<file path="src/rtl/cfeb_push_pkg.sv">
// Shared types and defaults for the CFEB readout push sequencer.
// States, default timing constants and counter widths.
package cfeb_push_pkg;

    typedef enum logic [2:0] {
        IDLE   = 3'd0,
        BLK    = 3'd1,
        GAP    = 3'd2,
        LAST   = 3'd3,
        POST   = 3'd4,
        XBURST = 3'd5,
        XGAP   = 3'd6
    } state_t;

    localparam int WORDS_PER_BLK_D = 96;
    localparam int GAP_LEN_D       = 6;
    localparam int CHK_DLY_D       = 6;
    localparam int CHK_LAG_D       = 3;

    localparam int WCNT_W = 7;
    localparam int GCNT_W = 3;
    localparam int BCNT_W = 4;
    localparam int XCNT_W = 6;

endpackage

</file>
<file path="src/rtl/cfeb_sendchk_gen.sv">
// SENDCHECK strobe: delayed data-push history gated by the push falling,
// then a fixed output lag. Extra-load pushes never feed the history.
module cfeb_sendchk_gen
    import cfeb_push_pkg::*;
#(
    parameter int CHK_DLY = CHK_DLY_D,
    parameter int CHK_LAG = CHK_LAG_D
) (
    input  logic CLK,
    input  logic RST_B,
    input  logic PUSH,
    input  logic XLOAD,
    output logic SENDCHECK
);

    logic [CHK_DLY-1:0] dly_q;
    logic [CHK_LAG-1:0] lag_q;
    logic               pre;
    logic               tr;

    assign pre = PUSH & ~XLOAD;
    assign tr  = ~PUSH & dly_q[CHK_DLY-1];

    always_ff @(posedge CLK or negedge RST_B) begin
        if (!RST_B) begin
            dly_q <= '0;
            lag_q <= '0;
        end else begin
            dly_q <= CHK_DLY'({dly_q, pre});
            lag_q <= CHK_LAG'({lag_q, tr});
        end
    end

    assign SENDCHECK = lag_q[CHK_LAG-1];

endmodule

</file>
<file path="src/rtl/cfeb_push_seq.sv">
// Readout push sequencer feeding blkcpld: data blocks, LASTWORD, XLOAD burst.
// Define PUSH_SEQ_XLOAD_EN to build the XLOAD burst states.
module cfeb_push_seq
    import cfeb_push_pkg::*;
#(
    parameter int WORDS_PER_BLK = WORDS_PER_BLK_D,
    parameter int GAP_LEN       = GAP_LEN_D,
    parameter int CHK_DLY       = CHK_DLY_D,
    parameter int CHK_LAG       = CHK_LAG_D
) (
    input  logic              CLK,
    input  logic              RST_B,
    input  logic              START,
    input  logic [BCNT_W-1:0] NBLK,
    input  logic [XCNT_W-1:0] XLEN,
    output logic              PUSH,
    output logic              XLOAD,
    output logic              LASTWORD,
    output logic              SENDCHECK,
    output logic              BUSY,
    output logic              DONE
);

    state_t state;
    state_t state_nxt;

    logic [WCNT_W-1:0] wcnt;
    logic [GCNT_W-1:0] gcnt;
    logic [BCNT_W-1:0] bcnt;
    logic [BCNT_W-1:0] nblk_q;

    logic w_end, g_end, b_last, gap_st, accept;
    logic push_d, xload_d, last_d, busy_d, done_d;

    assign w_end  = wcnt == WCNT_W'(WORDS_PER_BLK - 1);
    assign g_end  = gcnt == GCNT_W'(GAP_LEN - 1);
    assign b_last = bcnt == nblk_q - BCNT_W'(1);
    assign accept = (state == IDLE) && START && (NBLK != '0);
    assign gap_st = (state == GAP) || (state == LAST) ||
                    (state == POST) || (state == XGAP);

`ifdef PUSH_SEQ_XLOAD_EN
    logic [XCNT_W-1:0] xcnt;
    logic [XCNT_W-1:0] xlen_q;
    logic              x_end;

    assign x_end = xcnt == xlen_q - XCNT_W'(1);

    always_ff @(posedge CLK or negedge RST_B) begin
        if (!RST_B) begin
            xcnt   <= '0;
            xlen_q <= '0;
        end else begin
            xcnt <= (state == XBURST && state_nxt == XBURST) ?
                    xcnt + 1'b1 : '0;
            if (accept)
                xlen_q <= XLEN;
        end
    end
`else
    logic unused_xlen;
    assign unused_xlen = ^XLEN;
`endif

    always_ff @(posedge CLK or negedge RST_B) begin
        if (!RST_B) begin
            state    <= IDLE;
            PUSH     <= 1'b0;
            XLOAD    <= 1'b0;
            LASTWORD <= 1'b0;
            BUSY     <= 1'b0;
            DONE     <= 1'b0;
        end else begin
            state    <= state_nxt;
            PUSH     <= push_d;
            XLOAD    <= xload_d;
            LASTWORD <= last_d;
            BUSY     <= busy_d;
            DONE     <= done_d;
        end
    end

    always_comb begin
        state_nxt = state;
        unique case (state)
            IDLE: if (accept) state_nxt = BLK;
            BLK:  if (w_end) state_nxt = GAP;
            GAP:  if (g_end) state_nxt = b_last ? LAST : BLK;
            LAST: if (g_end) state_nxt = POST;
`ifdef PUSH_SEQ_XLOAD_EN
            POST:   if (g_end) state_nxt = (xlen_q != '0) ? XBURST : IDLE;
            XBURST: if (x_end) state_nxt = XGAP;
            XGAP:   if (g_end) state_nxt = IDLE;
`else
            POST:   if (g_end) state_nxt = IDLE;
`endif
            default: state_nxt = IDLE;
        endcase
    end

    // Strobes are registered from the next state so they align with it.
    always_comb begin
        push_d  = (state_nxt == BLK) || (state_nxt == XBURST);
`ifdef PUSH_SEQ_XLOAD_EN
        xload_d = state_nxt == XBURST;
`else
        xload_d = 1'b0;
`endif
        last_d  = state_nxt == LAST;
        busy_d  = state_nxt != IDLE;
        done_d  = (state != IDLE) && (state_nxt == IDLE);
    end

    always_ff @(posedge CLK or negedge RST_B) begin
        if (!RST_B) begin
            wcnt   <= '0;
            gcnt   <= '0;
            bcnt   <= '0;
            nblk_q <= '0;
        end else begin
            wcnt <= (state == BLK && state_nxt == BLK) ? wcnt + 1'b1 : '0;
            gcnt <= (gap_st && state_nxt == state) ? gcnt + 1'b1 : '0;
            if (state == IDLE)
                bcnt <= '0;
            else if (state == GAP && g_end)
                bcnt <= bcnt + 1'b1;
            if (accept)
                nblk_q <= NBLK;
        end
    end

    cfeb_sendchk_gen #(
        .CHK_DLY(CHK_DLY),
        .CHK_LAG(CHK_LAG)
    ) u_chk (
        .CLK      (CLK),
        .RST_B    (RST_B),
        .PUSH     (PUSH),
        .XLOAD    (XLOAD),
        .SENDCHECK(SENDCHECK)
    );

endmodule

</file>
<file path="config.mk">
export PLATFORM = sky130hd
export DESIGN_NAME = cfeb_push_seq
export DESIGN_NICKNAME = d
export VERILOG_FILES = /design/src/rtl/cfeb_push_pkg.sv /design/src/rtl/cfeb_sendchk_gen.sv /design/src/rtl/cfeb_push_seq.sv
export SDC_FILE = /design/constraint.sdc
export NUM_CORES = 1
export LEC_CHECK = 0
export BUFFER_PORTS_ARGS = -buffer_cell sky130_fd_sc_hd__buf_4
export CORE_MARGIN = 4
export CORE_UTILIZATION = 56
export CTS_BUF_LIST = sky130_fd_sc_hd__clkbuf_8 sky130_fd_sc_hd__clkbuf_16
export CTS_CLUSTER_SIZE = 8
export DETAILED_ROUTE_END_ITERATION = 16
export HOLD_SLACK_MARGIN = 0.06
export PLACE_DENSITY = 0.78
export SYNTH_ARGS = -nofsm -noshare
export SYNTH_HDL_FRONTEND = slang
export SYNTH_SLANG_ARGS = --single-unit
</file>
<file path="constraint.sdc">
create_clock -name CLK -period 2.15 [get_ports CLK]
set_input_delay 0.1075 -clock CLK [delete_from_list [all_inputs] [get_ports CLK]]
set_output_delay 0.1075 -clock CLK [all_outputs]
set_load 0.005 [all_outputs]
</file>
# Word level (Yosys, flattened, before mapping)
# Cells that the tools add are included.
dict set report totals {
  register_bits 34
  input_bits 13
  out_inout_bits 6
  elab_cells 56
}
dict set report classes {
  add_sub_neg 4
  eq_ne 12
  muxes 11
  bitwise 2
  reduce_logical 16
}
# operator count
set ops {}
lappend ops {{two-way mux 3 bit} 6}
lappend ops {{one-hot mux 3 bit (5 select lines)} 1}
lappend ops {{equality test 3 bit (second input constant)} 4}
lappend ops {{equality test 3 x 2 -> 1 bit (second input constant)} 3}
lappend ops {{two-way mux 4 bit} 2}
lappend ops {{adder 7 x 1 -> 7 bit (second input constant)} 1}
lappend ops {{equality test 7 bit (second input constant)} 1}
lappend ops {{two-way mux 7 bit} 1}
lappend ops {{equality test 3 x 1 -> 1 bit (second input constant)} 2}
lappend ops {{logical AND 1 bit} 6}
lappend ops {{logical NOT 3 bit} 2}
lappend ops {{nonzero test 3 bit} 2}
lappend ops {{adder 4 x 1 -> 4 bit (second input constant)} 1}
lappend ops {{equality test 4 bit} 1}
lappend ops {{logical OR 1 bit} 4}
lappend ops {{nonzero test 4 bit} 1}
lappend ops {{subtractor 4 x 1 -> 4 bit (second input constant)} 1}
lappend ops {{adder 3 x 1 -> 3 bit (second input constant)} 1}
lappend ops {{equality test 3 bit} 1}
lappend ops {{two-way mux 2 bit} 1}
lappend ops {{nonzero test 2 bit} 1}
lappend ops {{AND 1 bit} 1}
lappend ops {{inverter 1 bit} 1}

# Logic depth before layout (Yosys ltp)
dict set report depth {
  depth_word 8
  ltp_mapped 8
  ltp_nobuf 7
}

# Cells and area by module
# Synthesis repeated with hierarchy kept, for this count alone.
dict set report hier_totals {
  cells_unflattened 125
  hier_area_um2 1470.2
}
# module n_inst cells_per_inst area_per_inst_um2
set modules_own_cells {}
lappend modules_own_cells {cfeb_push_seq 1 114 1229.9}
lappend modules_own_cells {cfeb_sendchk_gen 1 11 240.2}

# Worst setup path after synthesis
# Ideal clock, no wire load.
dict set report synth_timing {
  kind {reg2reg}
  start {reg gcnt[0]}
  end {reg bcnt[3]}
  setup_time_ns 0.121
  arrival_ns 1.427
  t_required_ns 2.029
  path_slack_ns 0.602
  stages_incl_launch_ff 7
  n_path_buf 1
  path_cell_list {dfrtp_1 > ha_1 > and2_1 > buf_6 > nand4_1 > mux2_2 > a22o_1}
}
dict set report synth_between {
  elab_chain_len 3
}
# element line_no
set synth_rtl {}
lappend synth_rtl {{start: declaration} cfeb_push_seq.sv:28} ;# logic [GCNT_W-1:0] gcnt;
lappend synth_rtl {{start signal: assignment} cfeb_push_seq.sv:122} ;# gcnt <= (gap_st && state_nxt == state) ? gcnt + 1'b1 : '0;
lappend synth_rtl {{equality test 3 bit} cfeb_push_seq.sv:36} ;# assign g_end = gcnt == GCNT_W'(GAP_LEN - 1);
lappend synth_rtl {{logical AND 1 bit} cfeb_push_seq.sv:125} ;# else if (state == GAP && g_end)
lappend synth_rtl {{nonzero test 2 bit (no source line)} n/a}
lappend synth_rtl {{end signal: assignment} cfeb_push_seq.sv:126} ;# bcnt <= bcnt + 1'b1;
lappend synth_rtl {{end: declaration} cfeb_push_seq.sv:29} ;# logic [BCNT_W-1:0] bcnt;
# Every way passes these cells.
# A chain may end at the register's enable or synchronous reset.

# Worst setup path after layout
dict set report layout_timing {
  start {in NBLK[3]}
  end {reg BUSY}
}
dict set report layout_between {
  elab_chain_len 5
}
# element line_no
set layout_rtl {}
lappend layout_rtl {{start: declaration} cfeb_push_seq.sv:14} ;# input logic [BCNT_W-1:0] NBLK,
lappend layout_rtl {{nonzero test 4 bit} cfeb_push_seq.sv:38} ;# assign accept = (state == IDLE) && START && (NBLK != '0);
lappend layout_rtl {{logical AND 1 bit} cfeb_push_seq.sv:38}
lappend layout_rtl {{two-way mux 3 bit} cfeb_push_seq.sv:86} ;# IDLE: if (accept) state_nxt = BLK;
lappend layout_rtl {{one-hot mux 3 bit (5 select lines)} cfeb_push_seq.sv:85} ;# unique case (state)
lappend layout_rtl {{nonzero test 3 bit} cfeb_push_seq.sv:110} ;# busy_d = state_nxt != IDLE;
lappend layout_rtl {{net busy_d} cfeb_push_seq.sv:33} ;# logic push_d, xload_d, last_d, busy_d, done_d;
lappend layout_rtl {{end signal: assignment} cfeb_push_seq.sv:78} ;# BUSY <= busy_d;
lappend layout_rtl {{end: declaration} cfeb_push_seq.sv:20} ;# output logic BUSY,
# The timed path passes the listed nets, and every way through them passes these cells.

==> metrics.txt <==
status complete, no violations; # fillers 172; postcts setup bufs 0; met2 WL 1180 µm; sequential cell area 851 µm²; Starting Density 59.4%; row count 18; Clock Path Buffers 2; highest clock rate 566 MHz; synth warn 0; Ant. Diodes 0; DR WL met3 100 µm; final setup TNS 0 ns; largest cells by area after synthesis dfrtp_1 (57%), mux2_2 (5.3%), ha_1 (4.2%); post-synthesis cell count 123; synthesized area per cell 12.1 µm²; Vias 939; routed len/inst 14.2 µm; cts hold-fix bufs 3; sequential area share after synthesis 57.3%; number of remaining DRC errors 0; TritonCTS sink count 34; min cycle time layout 1.77 ns; Metal-1 WL 1100 µm; Post-Syn Nets 141; 1st-iter DRT viols 20; Synth Register Bits 34; vias in the first global route 951; IO Port Bufs 11; Synth cell types 34; CTS HTree Levels 2; die extent in y 59.5 µm; DR pass1 iterations 4; worst path arrival time 1.93 ns; Max IR drop VDD 0.824 mV; Critical Path Max Stage Delay 0.56 ns; synthesis-to-finish area growth 17.5%; Crit path required time 2.31 ns; hold path start NBLK[1]; CTS tree yes; grt total ovfl 0; Finished Cell Area 1740 µm²; vias per cell 5.49; Critical Path End Type register; critical-path cell list dlygate4sd3_1 > buf_4 > or4_1 > nand4b_1 > o211a_2 > nand3_1; top-area cell type share of the netlist area 57.3%; CTS Buf Count 5; area of the multi-input gates 568 µm²; I/O pins 19; dpl hpwl 1670 µm; power per cell area 797 nW/µm²; CTS clk-pin slew, worst paths 0.07 ns; CP max FO 5; Power Total 1.39 mW; critical path startpoint category primary input; Final GP Congestion 0.727; max_cap viols 0; Hold Fails Final Rpt 0; initial antenna violation count 0; share of cells above drive strength 1 23.4%; clock latency on the worst-skew pair 0.29 ns; Max Slew Vio Count 0; Slowest-stage cell, CP dlygate4sd3_1; Synth Cell Area 1480 µm²; largest net degree at the start of global routing 35; setup violators final 0; Nets 158; first-pass GRT wire length 4270 µm; post-route clock skew 0.00783 ns; area leader, netlist dfrtp_1; Final Util 69.7%; RSZ-0062 raised after global routing no; CP Launch Point NBLK[3]; Detail Route Antenna Nets 0; Die ar. 3540 µm²; Leakage 0.836 nW; root buffer cell clkbuf_8; gr usage total 16.6%; final period utilization 82.1%; uppermost layer routed met4; die width 59.5 µm; post-CTS resize count 0; dpl cell area 1570 µm²; WL final 2420 µm; critical path class primary input to register; HP Class primary input to register; CORE AREA 2500 µm²; Reg-to-Reg Start wcnt[0]$_DFF_PN0_
==> cells in the mapped netlist (all sizes together) <==
cell    count
dfrtp      34
nor2       15
inv         7
mux2        7
xnor2       7
a22o        5
ha          5
nor3        5
xor2        4
a21oi       3
buf         3
nand3       3
nand4       3
nor2b       3
nand2       2
a32oi       1
and2        1
and3        1
clkbuf      1
clkinv      1
conb        1
nand2b      1
nand4b      1
nor3b       1
o211a       1
o21bai      1
o31a        1
o32a        1
or2         1
or2b        1
or3b        1
or4         1
==> power by group <==
part | internal, mW | leakage (nW) | switching [mW]
combinational | 0.0108 | 0.351 | 0.0161
sequential | 0.639 | 0.414 | 0
clock | 0.494 | 0.0714 | 0.228
==> worst max-delay path, delay by kind of cell <==
| kind | cells | cell delay (ns) |
|---|---|---|
| buf+inv | 2 | 0.71 |
| simple gates | 3 | 0.81 |
| compound gates | 1 | 0.29 |
==> layout make-up <==
cell class	instances	share of cell area [%]
Clock buffer	6	4.74
Clock inverter	2	3.45
Inverter	8	1.79
Multi-Input combinational cell	77	32.6
Sequential cell	34	48.8
Tap cell	30	2.15
Timing Repair Buffer	14	6.46
==> logic make-up after synthesis <==
kind of cell	synth area share (%)
fa+ha+maj	4.22
buf+inv	4.38
xor+xnor	6.49
flops	57.3
other cells	0.253
simple gates	14.4
compound gates	7.59
mux	5.31
==> registers in the layout, indices dropped and copies added (netlist names) <==
register	flops
state	3
u_chk.lag_q	3
DONE	1
BUSY	1
wcnt	7
LASTWORD	1
PUSH	1
nblk_q	4
gcnt	3
u_chk.dly_q	6
bcnt	4
==> worst paths after layout <==
check,end,slack (ns),cells past startpoint
min reg2reg,u_chk.lag_q[1]$_DFF_PN0_,0.35,0
min in group asynchronous,u_chk.dly_q[5]$_DFF_PN0_,0.31,2
max,BUSY$_DFF_PN0_,0.38,6
min,nblk_q[1]$_DFFE_PN0P_,0.07,2
max in group asynchronous,bcnt[0]$_DFFE_PN0P_,1.52,2
max reg2reg,BUSY$_DFF_PN0_,0.47,5
==> through the flow <==
step	instances	setup slack [ns]	hold WS [ns]
after floorplan	123	0.602	-0.188
after global placement	160	0.495	0.0630
after detailed placement	160	0.475	0.0751
after CTS	171	0.431	0.0625
after global routing	171	0.294	0.0678
final	171	0.384	0.0683
==> cells in the final DEF (no fill, tap or decap) <==
cell,instances
ha_1,5
nand4b_1,1
nand2_1,2
buf_4,11
nor3b_1,1
a32oi_1,1
and3_1,1
clkinv_2,1
or2_2,1
bufinv_16,2
o31a_4,1
a22o_1,5
or3b_4,1
nor3_1,5
conb_1,1
xnor2_1,7
dlygate4sd3_1,3
inv_1,7
nand3_1,3
nor2_1,13
nand4_1,3
or2b_1,1
or4_1,1
and2_1,1
mux2_2,7
nand2b_1,1
nor2_2,2
o21bai_1,1
o32a_1,1
o211a_2,1
nor2b_1,3
a21oi_1,3
xor2_1,4
dfrtp_1,34
clkbuf_8,6
==> layer usage <==
metal,global-route usage [%],vias to the layer above
met5,0,-
met4,8.41,0
met3,4.79,5
met2,25.0,19
met1,21.8,469
li1,-,446
(Power assumes the default switching activity.)
